[config.mk]
export PLATFORM = sky130hd
export DESIGN_NAME = frida_scan_seq_flat
export DESIGN_NICKNAME = d
export VERILOG_FILES = /design/src/rtl/frida_seq_pkg.sv /design/src/rtl/frida_scan_seq_if.sv /design/src/rtl/frida_chan_pick.sv /design/src/rtl/frida_scan_seq.sv /design/src/flat_wrapper.sv
export SDC_FILE = /design/constraint.sdc
export NUM_CORES = 1
export LEC_CHECK = 0
export BUFFER_PORTS_ARGS = -buffer_cell sky130_fd_sc_hd__buf_2
export CAP_MARGIN = 20
export CORE_MARGIN = 2
export CORE_UTILIZATION = 55
export CTS_CLUSTER_SIZE = 40
export DETAILED_ROUTE_END_ITERATION = 8
export HOLD_SLACK_MARGIN = 0.05
export PLACE_DENSITY = 0.79
export SYNTH_ARGS = -nofsm -noshare
export SYNTH_HDL_FRONTEND = slang
export SYNTH_SLANG_ARGS = --single-unit
[constraint.sdc]
create_clock -name clk -period 7 [get_ports clk]
set_input_delay 0.35 -clock clk [delete_from_list [all_inputs] [get_ports clk]]
set_output_delay 0.35 -clock clk [all_outputs]
set_load 0.01 [all_outputs]
[src/rtl/frida_seq_pkg.sv]
// Shared types and sizing helpers for the FRIDA conversion sequencer.
// The FSM state encoding, phase indices and width functions live here.
package frida_seq_pkg;

    typedef enum logic [2:0] {
        S_IDLE,
        S_INIT,
        S_SAMP,
        S_COMP,
        S_LOGIC,
        S_DONE
    } seq_state_e;

    // Index of each programmable phase duration in the shadow table
    localparam int N_PHASES = 4;
    localparam int PH_INIT  = 0;
    localparam int PH_SAMP  = 1;
    localparam int PH_COMP  = 2;
    localparam int PH_LOGIC = 3;

    function automatic int sel_width(input int n_adc);
        return (n_adc > 1) ? $clog2(n_adc) : 1;
    endfunction

    function automatic int bcnt_width(input int n_bits);
        return $clog2(n_bits + 1);
    endfunction

endpackage

[src/rtl/frida_scan_seq_if.sv]
// Result-slot handshake between the sequencer (master) and the consumer
// (slave): one conversion word plus the channel it came from.
interface frida_scan_seq_if #(
    parameter int N_BITS = 8,
    parameter int SEL_W  = 4
) ();

    logic              res_valid;
    logic              res_ready;
    logic [N_BITS-1:0] res_data;
    logic [SEL_W-1:0]  res_chan;

    modport master (
        output res_valid,
        output res_data,
        output res_chan,
        input  res_ready
    );

    modport slave (
        input  res_valid,
        input  res_data,
        input  res_chan,
        output res_ready
    );

endinterface

[src/rtl/frida_chan_pick.sv]
// Combinational channel finder: next set mask bit above the current
// channel, the lowest set bit for wrap-around, and a flag when none is above.
module frida_chan_pick
    import frida_seq_pkg::*;
#(
    parameter int N_ADC = 16,
    parameter int SEL_W = sel_width(N_ADC)
) (
    input  logic [N_ADC-1:0] mask,
    input  logic [SEL_W-1:0] cur,
    output logic [SEL_W-1:0] next,
    output logic [SEL_W-1:0] wrapped,
    output logic             none
);

    // Scanning downwards lets the lowest qualifying bit win
    always_comb begin
        next    = '0;
        wrapped = '0;
        none    = 1'b1;
        for (int i = N_ADC - 1; i >= 0; i--) begin
            if (mask[i] && (SEL_W'(i) > cur)) begin
                next = SEL_W'(i);
                none = 1'b0;
            end
            if (mask[i]) begin
                wrapped = SEL_W'(i);
            end
        end
    end

endmodule

[src/rtl/frida_scan_seq.sv]
// FRIDA conversion sequencer: generates the ADC phase strobes, steps the
// comparator mux over the masked channels and delivers one word per conversion.
module frida_scan_seq
    import frida_seq_pkg::*;
#(
    parameter int N_ADC  = 16,
    parameter int SEL_W  = sel_width(N_ADC),
    parameter int N_BITS = 8,
    parameter int CNT_W  = 8
) (
    input  logic               clk,
    input  logic               rst,
    input  logic               cfg_en,
    input  logic               cfg_cont,
    input  logic [N_ADC-1:0]   cfg_mask,
    input  logic [CNT_W-1:0]   cfg_t_init,
    input  logic [CNT_W-1:0]   cfg_t_samp,
    input  logic [CNT_W-1:0]   cfg_t_comp,
    input  logic [CNT_W-1:0]   cfg_t_logic,
    input  logic               start,
    output logic               busy,
    output logic               seq_init,
    output logic               seq_samp,
    output logic               seq_comp,
    output logic               seq_logic,
    output logic [SEL_W-1:0]   mux_sel,
    input  logic               comp_in,
    frida_scan_seq_if.master   res,
    output logic               overrun,
    input  logic               ovr_clr
);

    localparam int BCW = bcnt_width(N_BITS);
    localparam logic [BCW-1:0] BITS_TOT = BCW'(N_BITS);

    seq_state_e        state;
    logic [CNT_W-1:0]  ph_cnt;
    logic [CNT_W-1:0]  cur_t;
    logic              ph_last;
    logic [BCW-1:0]    bit_cnt;
    logic [N_BITS-1:0] shift;

    logic              sh_cont;
    logic [N_ADC-1:0]  sh_mask;
    logic [CNT_W-1:0]  sh_t [N_PHASES];

    logic [N_ADC-1:0]  pick_mask;
    logic [SEL_W-1:0]  pick_next;
    logic [SEL_W-1:0]  pick_wrap;
    logic              pick_none;
    logic              start_ok;
    logic              slot_free;

    assign start_ok  = (state == S_IDLE) && cfg_en && start && (|cfg_mask);
    assign slot_free = !res.res_valid || res.res_ready;
    assign busy      = (state != S_IDLE);
    // In IDLE the live mask supplies the first channel; afterwards the shadow copy
    assign pick_mask = (state == S_IDLE) ? cfg_mask : sh_mask;

    frida_chan_pick #(
        .N_ADC (N_ADC),
        .SEL_W (SEL_W)
    ) u_pick (
        .mask    (pick_mask),
        .cur     (mux_sel),
        .next    (pick_next),
        .wrapped (pick_wrap),
        .none    (pick_none)
    );

    // NOTE: shadow config is only ever read after a qualified start has loaded
    // it, so it carries no reset and costs nothing on the reset tree.
    always_ff @(posedge clk) begin
        if (start_ok) begin
            sh_cont        <= cfg_cont;
            sh_mask        <= cfg_mask;
            sh_t[PH_INIT]  <= cfg_t_init;
            sh_t[PH_SAMP]  <= cfg_t_samp;
            sh_t[PH_COMP]  <= cfg_t_comp;
            sh_t[PH_LOGIC] <= cfg_t_logic;
        end
    end

    always_comb begin
        cur_t = '0;
        case (state)
            S_INIT:  cur_t = sh_t[PH_INIT];
            S_SAMP:  cur_t = sh_t[PH_SAMP];
            S_COMP:  cur_t = sh_t[PH_COMP];
            S_LOGIC: cur_t = sh_t[PH_LOGIC];
            default: cur_t = '0;
        endcase
    end

    assign ph_last = (ph_cnt == cur_t);

    // NOTE: every register here uses <= so all updates see the pre-edge values;
    // later assignments in the block deliberately override earlier defaults.
    always_ff @(posedge clk) begin
        if (rst) begin
            state         <= S_IDLE;
            ph_cnt        <= '0;
            bit_cnt       <= '0;
            shift         <= '0;
            mux_sel       <= '0;
            seq_init      <= 1'b0;
            seq_samp      <= 1'b0;
            seq_comp      <= 1'b0;
            seq_logic     <= 1'b0;
            res.res_valid <= 1'b0;
            res.res_data  <= '0;
            res.res_chan  <= '0;
            overrun       <= 1'b0;
        end else begin
            if (res.res_valid && res.res_ready) begin
                res.res_valid <= 1'b0;
            end

            if (!cfg_en) begin
                state <= S_IDLE;
                {seq_init, seq_samp, seq_comp, seq_logic} <= '0;
            end else begin
                case (state)
                    S_IDLE: begin
                        if (start && (|cfg_mask)) begin
                            state    <= S_INIT;
                            seq_init <= 1'b1;
                            ph_cnt   <= '0;
                            bit_cnt  <= '0;
                            mux_sel  <= pick_wrap;
                        end
                    end
                    S_INIT: begin
                        if (ph_last) begin
                            state    <= S_SAMP;
                            seq_init <= 1'b0;
                            seq_samp <= 1'b1;
                            ph_cnt   <= '0;
                        end else begin
                            ph_cnt <= ph_cnt + 1'b1;
                        end
                    end
                    S_SAMP: begin
                        if (ph_last) begin
                            state    <= S_COMP;
                            seq_samp <= 1'b0;
                            seq_comp <= 1'b1;
                            ph_cnt   <= '0;
                        end else begin
                            ph_cnt <= ph_cnt + 1'b1;
                        end
                    end
                    S_COMP: begin
                        if (ph_last) begin
                            state     <= S_LOGIC;
                            seq_comp  <= 1'b0;
                            seq_logic <= 1'b1;
                            ph_cnt    <= '0;
                            shift     <= {shift[N_BITS-2:0], comp_in};
                            bit_cnt   <= bit_cnt + 1'b1;
                        end else begin
                            ph_cnt <= ph_cnt + 1'b1;
                        end
                    end
                    S_LOGIC: begin
                        if (ph_last) begin
                            seq_logic <= 1'b0;
                            ph_cnt    <= '0;
                            if (bit_cnt < BITS_TOT) begin
                                state    <= S_COMP;
                                seq_comp <= 1'b1;
                            end else begin
                                state <= S_DONE;
                            end
                        end else begin
                            ph_cnt <= ph_cnt + 1'b1;
                        end
                    end
                    S_DONE: begin
                        // A full slot stalls single-shot scans; continuous scans drop
                        if (slot_free || sh_cont) begin
                            if (slot_free) begin
                                res.res_valid <= 1'b1;
                                res.res_data  <= shift;
                                res.res_chan  <= mux_sel;
                            end else begin
                                overrun <= 1'b1;
                            end
                            if (pick_none && !sh_cont) begin
                                state <= S_IDLE;
                            end else begin
                                state    <= S_INIT;
                                seq_init <= 1'b1;
                                ph_cnt   <= '0;
                                bit_cnt  <= '0;
                                mux_sel  <= pick_none ? pick_wrap : pick_next;
                            end
                        end
                    end
                    default: state <= S_IDLE;
                endcase
            end

            if (ovr_clr) begin
                overrun <= 1'b0;
            end
        end
    end

endmodule

[src/flat_wrapper.sv]
// flat-port wrapper written by rule: the top's interface ports become plain ports
module frida_scan_seq_flat import frida_seq_pkg::*;
#(
    parameter int N_ADC  = 16,
    parameter int SEL_W  = sel_width(N_ADC),
    parameter int N_BITS = 8,
    parameter int CNT_W  = 8
)
  (clk, rst, cfg_en, cfg_cont, cfg_mask, cfg_t_init, cfg_t_samp, cfg_t_comp, cfg_t_logic, start, busy, seq_init, seq_samp, seq_comp, seq_logic, mux_sel, comp_in, overrun, ovr_clr, res_res_valid, res_res_data, res_res_chan, res_res_ready);
  frida_scan_seq_if #(.N_BITS(N_BITS), .SEL_W(SEL_W)) res_i ();
  input  logic clk;
  input  logic rst;
  input  logic cfg_en;
  input  logic cfg_cont;
  input  logic [N_ADC-1:0] cfg_mask;
  input  logic [CNT_W-1:0] cfg_t_init;
  input  logic [CNT_W-1:0] cfg_t_samp;
  input  logic [CNT_W-1:0] cfg_t_comp;
  input  logic [CNT_W-1:0] cfg_t_logic;
  input  logic start;
  output logic busy;
  output logic seq_init;
  output logic seq_samp;
  output logic seq_comp;
  output logic seq_logic;
  output logic [SEL_W-1:0] mux_sel;
  input  logic comp_in;
  output logic overrun;
  input  logic ovr_clr;
  output wire logic [$bits(res_i.res_valid)-1:0] res_res_valid;
  output wire logic [$bits(res_i.res_data)-1:0] res_res_data;
  output wire logic [$bits(res_i.res_chan)-1:0] res_res_chan;
  input wire logic [$bits(res_i.res_ready)-1:0] res_res_ready;
  assign res_res_valid = res_i.res_valid;
  assign res_res_data = res_i.res_data;
  assign res_res_chan = res_i.res_chan;
  assign res_i.res_ready = res_res_ready;
  frida_scan_seq #(.N_ADC(N_ADC), .SEL_W(SEL_W), .N_BITS(N_BITS), .CNT_W(CNT_W)) u_core (.clk(clk), .rst(rst), .cfg_en(cfg_en), .cfg_cont(cfg_cont), .cfg_mask(cfg_mask), .cfg_t_init(cfg_t_init), .cfg_t_samp(cfg_t_samp), .cfg_t_comp(cfg_t_comp), .cfg_t_logic(cfg_t_logic), .start(start), .busy(busy), .seq_init(seq_init), .seq_samp(seq_samp), .seq_comp(seq_comp), .seq_logic(seq_logic), .mux_sel(mux_sel), .comp_in(comp_in), .res(res_i), .overrun(overrun), .ovr_clr(ovr_clr));
endmodule
==> results.json, run 1 <==
{
  "design.die.area_sq_mm": 0.009860,
  "synthesis.area_sq_mm": 0.004995,
  "ys_types": 72,
  "cts-root-buf": "clkbuf_8",
  "fp-row-count": 34,
  "nets": 633,
  "path_max_fanout": 29,
  "fmax_mhz": 255.5,
  "cts_tree": "done",
  "rr_worst_depth": 7,
  "avgViaCountPerCell": 6.038,
  "dieHeight_um": 99.30,
  "clk_latency_ps": 360,
  "dpl_cell_area_sq_mm": 0.005425,
  "final_layout_size_suffix_gt1_share_pct": 20.34,
  "hold_viol_final": 0,
  "rsz0062_at_grt": "no",
  "r2r_end": "u_core.bit_cnt[3]$_SDFFE_PP0P_",
  "endpoint_kind": "register",
  "firstDrtPassIters": 5,
  "die_x_um": 99.30,
  "place.gp.congestion": 0.8501,
  "dp_slack_ps": 3129,
  "io_buffers": 78,
  "drcViolationCount": 0,
  "p_per_area_mw_per_mm2": 207.1,
  "postCtsResizedCells": 0,
  "start_kind": "register",
  "final_common_cell": "buf_2",
  "cts.sinks": 94,
  "regToRegStartpoint": "u_core.state[2]$_SDFFE_PP0P_",
  "critPathKind": "reg2reg",
  "core_sq_mm": 0.008763,
  "wl_per_cell_um": 16.46,
  "ioPinCount": 79,
  "htree_levels": 3,
  "synth.avg_cell_area_sq_um": 9.755,
  "maxSlewViolCount": 0,
  "dp_hpwl_mm": 8.080,
  "drt_iter0_drc": 299,
  "grt_pass1_wl_mm": 19.26,
  "r2r_slack_ps": 3090,
  "cts_buffer_depth": 2,
  "seq_area_frac_synth_pct": 47.49,
  "finalCritPeriodShare_pct": 55.92,
  "hold_buffers": 0,
  "peakVddDrop_uv": 125.4,
  "leakage_nw": 2.185,
  "grt-ovfl-total": 0,
  "setup_tns_ps": 0,
  "min_to": "u_core.sh_t[2][1]$_DFFE_PP_",
  "setup_viol": 0,
  "grt_pass1_vias": 3996,
  "cts_buffers": 9,
  "cp.required_ps": 7290,
  "initial_core_util_pct": 57.00,
  "relSlewSlack_pct": 41.08,
  "hold_path_class": "in2reg",
  "finalWirelength_mm": 11.33,
  "grt_max_degree": 50,
  "cts.clk_slew.worst_paths_ps": 100,
  "holdPathStages": 1,
  "vias": 4154,
  "min_from": "cfg_t_comp[1]",
  "grt.total_usage_pct": 23.97,
  "n_antenna_cell": 0,
  "synth_warnings": 0,
  "antenna_found_initial": 0,
  "fin_area_sq_mm": 0.005642,
  "tightest_slew_ps": 882.6,
  "skew_ps": 17.87,
  "synth-edff-count": 49,
  "synth_flop_cell": "edfxtp_1",
  "netlist_instances": 512,
  "fin_crit_ps": 3914,
  "hold-worst-slack_ps": 156.7,
  "setup_ws_ps": 3086,
  "maxCapViolCount": 0,
  "async_reset_ff_share_pct": 0,
  "outcome": "finished clean",
  "mostFrequentLayoutCells": "buf_2 (78), nand2_1 (51), edfxtp_1 (49), nor2_1 (45), dfxtp_1 (45)",
  "worstPathArrival_ps": 4200,
  "postCtsSetupBuffers": 0,
  "synthesis.nets": 570,
  "ant_nets": 0,
  "syn_to_final_growth_pct": 12.95,
  "totalPowerFinal_mw": 1.168,
  "synth-seq-cells": 94
}
## report_power, final
group          internal (mW)  switching (mW)
logic                 0.0708           0.100
clock network          0.174           0.201
registers              0.600          0.0219
## flip-flops by register name, summed over array words and instances, names as in the netlist, 3 cells and up
register	cells
u_core.ph_cnt	8
u_core.res.res_chan	4
u_core.sh_t	32
u_core.sh_mask	16
u_core.mux_sel	4
u_core.state	3
u_core.shift	8
u_core.res.res_data	8
u_core.bit_cnt	4
## critical path: stages, from the launching register on
cell and delay, ps:
dfxtp_1 910, or4bb_1 550, o211ai_1 130, xor2_1 100, nor4_2 620, nand4_1 790
or3_1 600, a21oi_1 160
## how the worst max path moves through the flow
stage / start / end / cells past startpoint
after global routing: u_core.state[2]$_SDFFE_PP0P_ / u_core.bit_cnt[3]$_SDFFE_PP0P_ / 7
final: u_core.state[2]$_SDFFE_PP0P_ / u_core.bit_cnt[3]$_SDFFE_PP0P_ / 7
after CTS: u_core.state[2]$_SDFFE_PP0P_ / u_core.bit_cnt[3]$_SDFFE_PP0P_ / 7
after floorplan: u_core.state[0]$_SDFFE_PP0P_ / u_core.sh_cont$_DFFE_PP_ / 6
after global placement: u_core.state[2]$_SDFFE_PP0P_ / u_core.bit_cnt[3]$_SDFFE_PP0P_ / 7
after detailed placement: u_core.state[2]$_SDFFE_PP0P_ / u_core.bit_cnt[3]$_SDFFE_PP0P_ / 7
## metrics by stage
stage,utilization [%],cells
after global routing,64.38,688
after global placement,61.91,671
after floorplan,-,512
final,64.38,688
after CTS,64.32,687
after detailed placement,61.91,671
## final cells by class
type,instances,area [sq um]
clock buffer,10,148.9
clock inverter,6,62.56
fill,724,3122
inverter,15,63.81
multi-input combinational,373,2441
sequential,94,2372
tap,108,135.1
timing repair buffer,82,417.9
## Yosys cell counts, drive strengths merged, types with 6 or more instances
library cell	number	area [sq um]
mux2i	31	310.3
xor2	11	96.34
inv	15	63.81
or4	6	45.04
a21oi	41	205.2
o21ai	23	115.1
o221ai	7	61.31
dfxtp	45	900.9
nor2b	11	68.82
nor3	14	75.07
nand3	14	70.07
nand2	51	191.4
o31ai	7	52.55
mux2	7	82.57
edfxtp	49	1471
clkbuf	20	76.32
nor2	46	172.7
or3	7	43.79
nand2b	6	37.54
buf	10	55.05
## cell families after synthesis
group / count (synthesis) / synth area share [%]
buf+inv: 45 / 3.908
fa+ha+maj: 2 / 0.5009
xor+xnor: 11 / 1.929
simple gates: 187 / 19.86
flops: 94 / 47.49
compound gates: 135 / 18.44
mux: 38 / 7.866
## layer usage
layer	track usage [%]	vias to the layer above	part of all wire, %
met5	0	-	0
met4	5.690	0	1.5
met3	3.865	20	5.7
met2	41.06	147	49
met1	32.11	1938	44
li1	-	2049	-
(Power assumes the default switching activity.)
==> inputs of run 2 (changes only) <==
Clock period 7 ns to 4 ns, I/O delays scaled along.
==> run 2 against run 1 <==
  * Power rose by 74%
  * Global-route usage rose by 2.1 points
  * Largest power group unchanged
  * Non-clock buffer count rose by 39
  * Critical path type unchanged
  * Flip-flop and latch count did not move
  * Core utilization rose by 4.0 points
  * Setup slack got worse by 2300 ps
  * Critical path depth rose by 1
  * Cell count rose by 5.7%
  * Clock power rose by 62%
==> results.json, run 2 (same netlist as run 1, synthesis figures left out) <==
{
  "n_antenna_cell": 0,
  "comb_power_share_pct": 17.3,
  "p_int_mw": 1.440,
  "syn_to_final_growth_pct": 20.02,
  "grt_max_degree": 50,
  "core_sq_mm": 0.008763,
  "p_clk_share_pct": 29.9,
  "tightest_slew_ps": 668.9,
  "setup_ws_ps": 736.7,
  "grt-ovfl-total": 0,
  "peakVddDrop_uv": 231.0,
  "rr_worst_depth": 8,
  "outcome": "finished clean",
  "hold_viol_final": 0,
  "wl_per_cell_um": 17.23,
  "place.gp.congestion": 0.9767,
  "setup_viol": 0,
  "antenna_found_initial": 0,
  "largest_register": "u_core.sh_t",
  "nets": 672,
  "fp-row-count": 34,
  "critPathKind": "reg2reg",
  "mostFrequentLayoutCells": "buf_2 (78), nand2_1 (51), edfxtp_1 (49), nor2_1 (45), dfxtp_1 (45)",
  "path_max_fanout": 19,
  "rsz0062_at_grt": "no",
  "cts.sinks": 94,
  "cts-root-buf": "clkbuf_8",
  "holdPathStages": 3,
  "drcViolationCount": 0,
  "worstPathArrival_ps": 3560,
  "avgViaCountPerCell": 6.070,
  "fin_crit_ps": 3263,
  "p_per_area_mw_per_mm2": 339.3,
  "dpl_cell_area_sq_mm": 0.005478,
  "hold-worst-slack_ps": 60.96,
  "grt_pass1_vias": 4458,
  "cts.clk_slew.worst_paths_ps": 110,
  "maxSlewViolCount": 0,
  "maxCapViolCount": 0,
  "min_from": "ovr_clr",
  "r2r_slack_ps": 740,
  "dp_slack_ps": 804.5,
  "slowest_stage": "nor3_4",
  "relSlewSlack_pct": 55.04,
  "slowest_delay_ps": 570,
  "dp_hpwl_mm": 8.108,
  "clk_latency_ps": 370,
  "largest_reg_flops": 32,
  "layout.cells.non_filler": 727,
  "p_sw_uw": 594.0,
  "cp_num_buf_inv": 1,
  "p_sw_share_pct": 29.20,
  "cp_top_family": "simple AND/OR/NAND/NOR gates",
  "cp.depth": 8,
  "min_to": "u_core.overrun$_SDFFE_PP0P_",
  "leakage_nw": 2.342,
  "grt.total_usage_pct": 26.10,
  "finalCritPeriodShare_pct": 81.58,
  "skew_ps": 13.98,
  "startpoint": "u_core.state[0]$_SDFFE_PP0P_",
  "cts_buffers": 9,
  "start_kind": "register",
  "firstDrtPassIters": 5,
  "cp.required_ps": 4290,
  "vias": 4413,
  "ant_nets": 0,
  "die_x_um": 99.30,
  "setup_tns_ps": 0,
  "cts_tree": "done",
  "final_layout_size_suffix_gt1_share_pct": 20.03,
  "cts_buffer_depth": 2,
  "dp_cells": 678,
  "grt_pass1_wl_mm": 20.89,
  "finalWirelength_mm": 12.53,
  "fin_area_sq_mm": 0.005995,
  "hold_path_class": "in2reg",
  "endpoint_kind": "register",
  "postCtsSetupBuffers": 0,
  "regToRegStartpoint": "u_core.state[0]$_SDFFE_PP0P_",
  "crit_chain": "nor3_4, buf_4, mux2i_1, o32a_1, and4_4, a31o_1, or4_1, a21oi_1",
  "largestRegisters": "u_core.sh_t x32, u_core.sh_mask x16",
  "r2r_end": "u_core.ph_cnt[5]$_SDFFE_PP0P_",
  "final_common_cell": "buf_2",
  "fmax_mhz": 306.4,
  "seqPwrFrac_pct": 52.8,
  "io_buffers": 78,
  "dieHeight_um": 99.30,
  "design.die.area_sq_mm": 0.009860,
  "drt_iter0_drc": 317,
  "htree_levels": 3,
  "ioPinCount": 79,
  "initial_core_util_pct": 57.00
}
-- run 2: cell types whose count changed in the layout (fill, tap and decap cells not counted), sizes merged --
cell	change
buf	+7
bufinv	-1
clkbuf	-2
clkinv	+3
clkinvlp	-1
dlygate4sd3	+33
-- run 2: metrics by stage --
stage,utilization [%],power [mW]
after floorplan,-,1.312
after global placement,62.51,1.405
after detailed placement,62.51,1.411
after CTS,68.40,2.025
after global routing,68.40,2.106
final,68.40,2.034
-- run 2: how the worst max path moves through the flow --
stage          slack, ps                              to
2_1_floorplan        800        u_core.sh_cont$_DFFE_PP_
3_3_place_gp         900  u_core.mux_sel[1]$_SDFFE_PP0P_
3_5_place_dp         800   u_core.ph_cnt[7]$_SDFFE_PP0P_
4_1_cts              780   u_core.ph_cnt[7]$_SDFFE_PP0P_
5_1_grt              500   u_core.ph_cnt[5]$_SDFFE_PP0P_
6_report             740   u_core.ph_cnt[5]$_SDFFE_PP0P_
-- run 2: what timing repair did --
| action | CTS | global route |
|---|---|---|
| hold endpoints to repair | 33 | 0 |
| gates resized for setup | 0 | 0 |
| hold buffers | 33 | 0 |
-- run 2: cell type report --
| class | count | area (sq um) |
|---|---|---|
| clock buffer | 9 | 123.9 |
| fill | 689 | 2769 |
| multi-input combinational | 373 | 2441 |
| inverter | 15 | 63.81 |
| sequential | 94 | 2372 |
| timing repair buffer | 121 | 795.8 |
| clock inverter | 7 | 62.56 |
| tap | 108 | 135.1 |
-- run 2: worst register-to-register path: cells and delay by family (launching register included) --
family,cells,cell delay [ps]
compound gates,3,940
buf+inv,1,370
simple gates,3,1320
mux,1,200
flops,1,350
-- run 2: per-layer routing --
| metal | GRT usage [%] | share of wire (%) |
|---|---|---|
| met1 | 31.25 | 41 |
| met2 | 46.67 | 52 |
| met3 | 3.865 | 4.7 |
| met4 | 11.17 | 2.1 |
| met5 | 0 | 0 |
-- run 2: power groups by stage --
| stage | sequential, mW | clock, mW | combinational, mW |
|---|---|---|---|
| after floorplan | 1.09 | 0 | 0.221 |
| after CTS | 1.07 | 0.610 | 0.343 |
| after detailed placement | 1.09 | 0 | 0.316 |
| after global placement | 1.09 | 0 | 0.311 |
| after global routing | 1.08 | 0.646 | 0.383 |
| final | 1.07 | 0.609 | 0.351 |
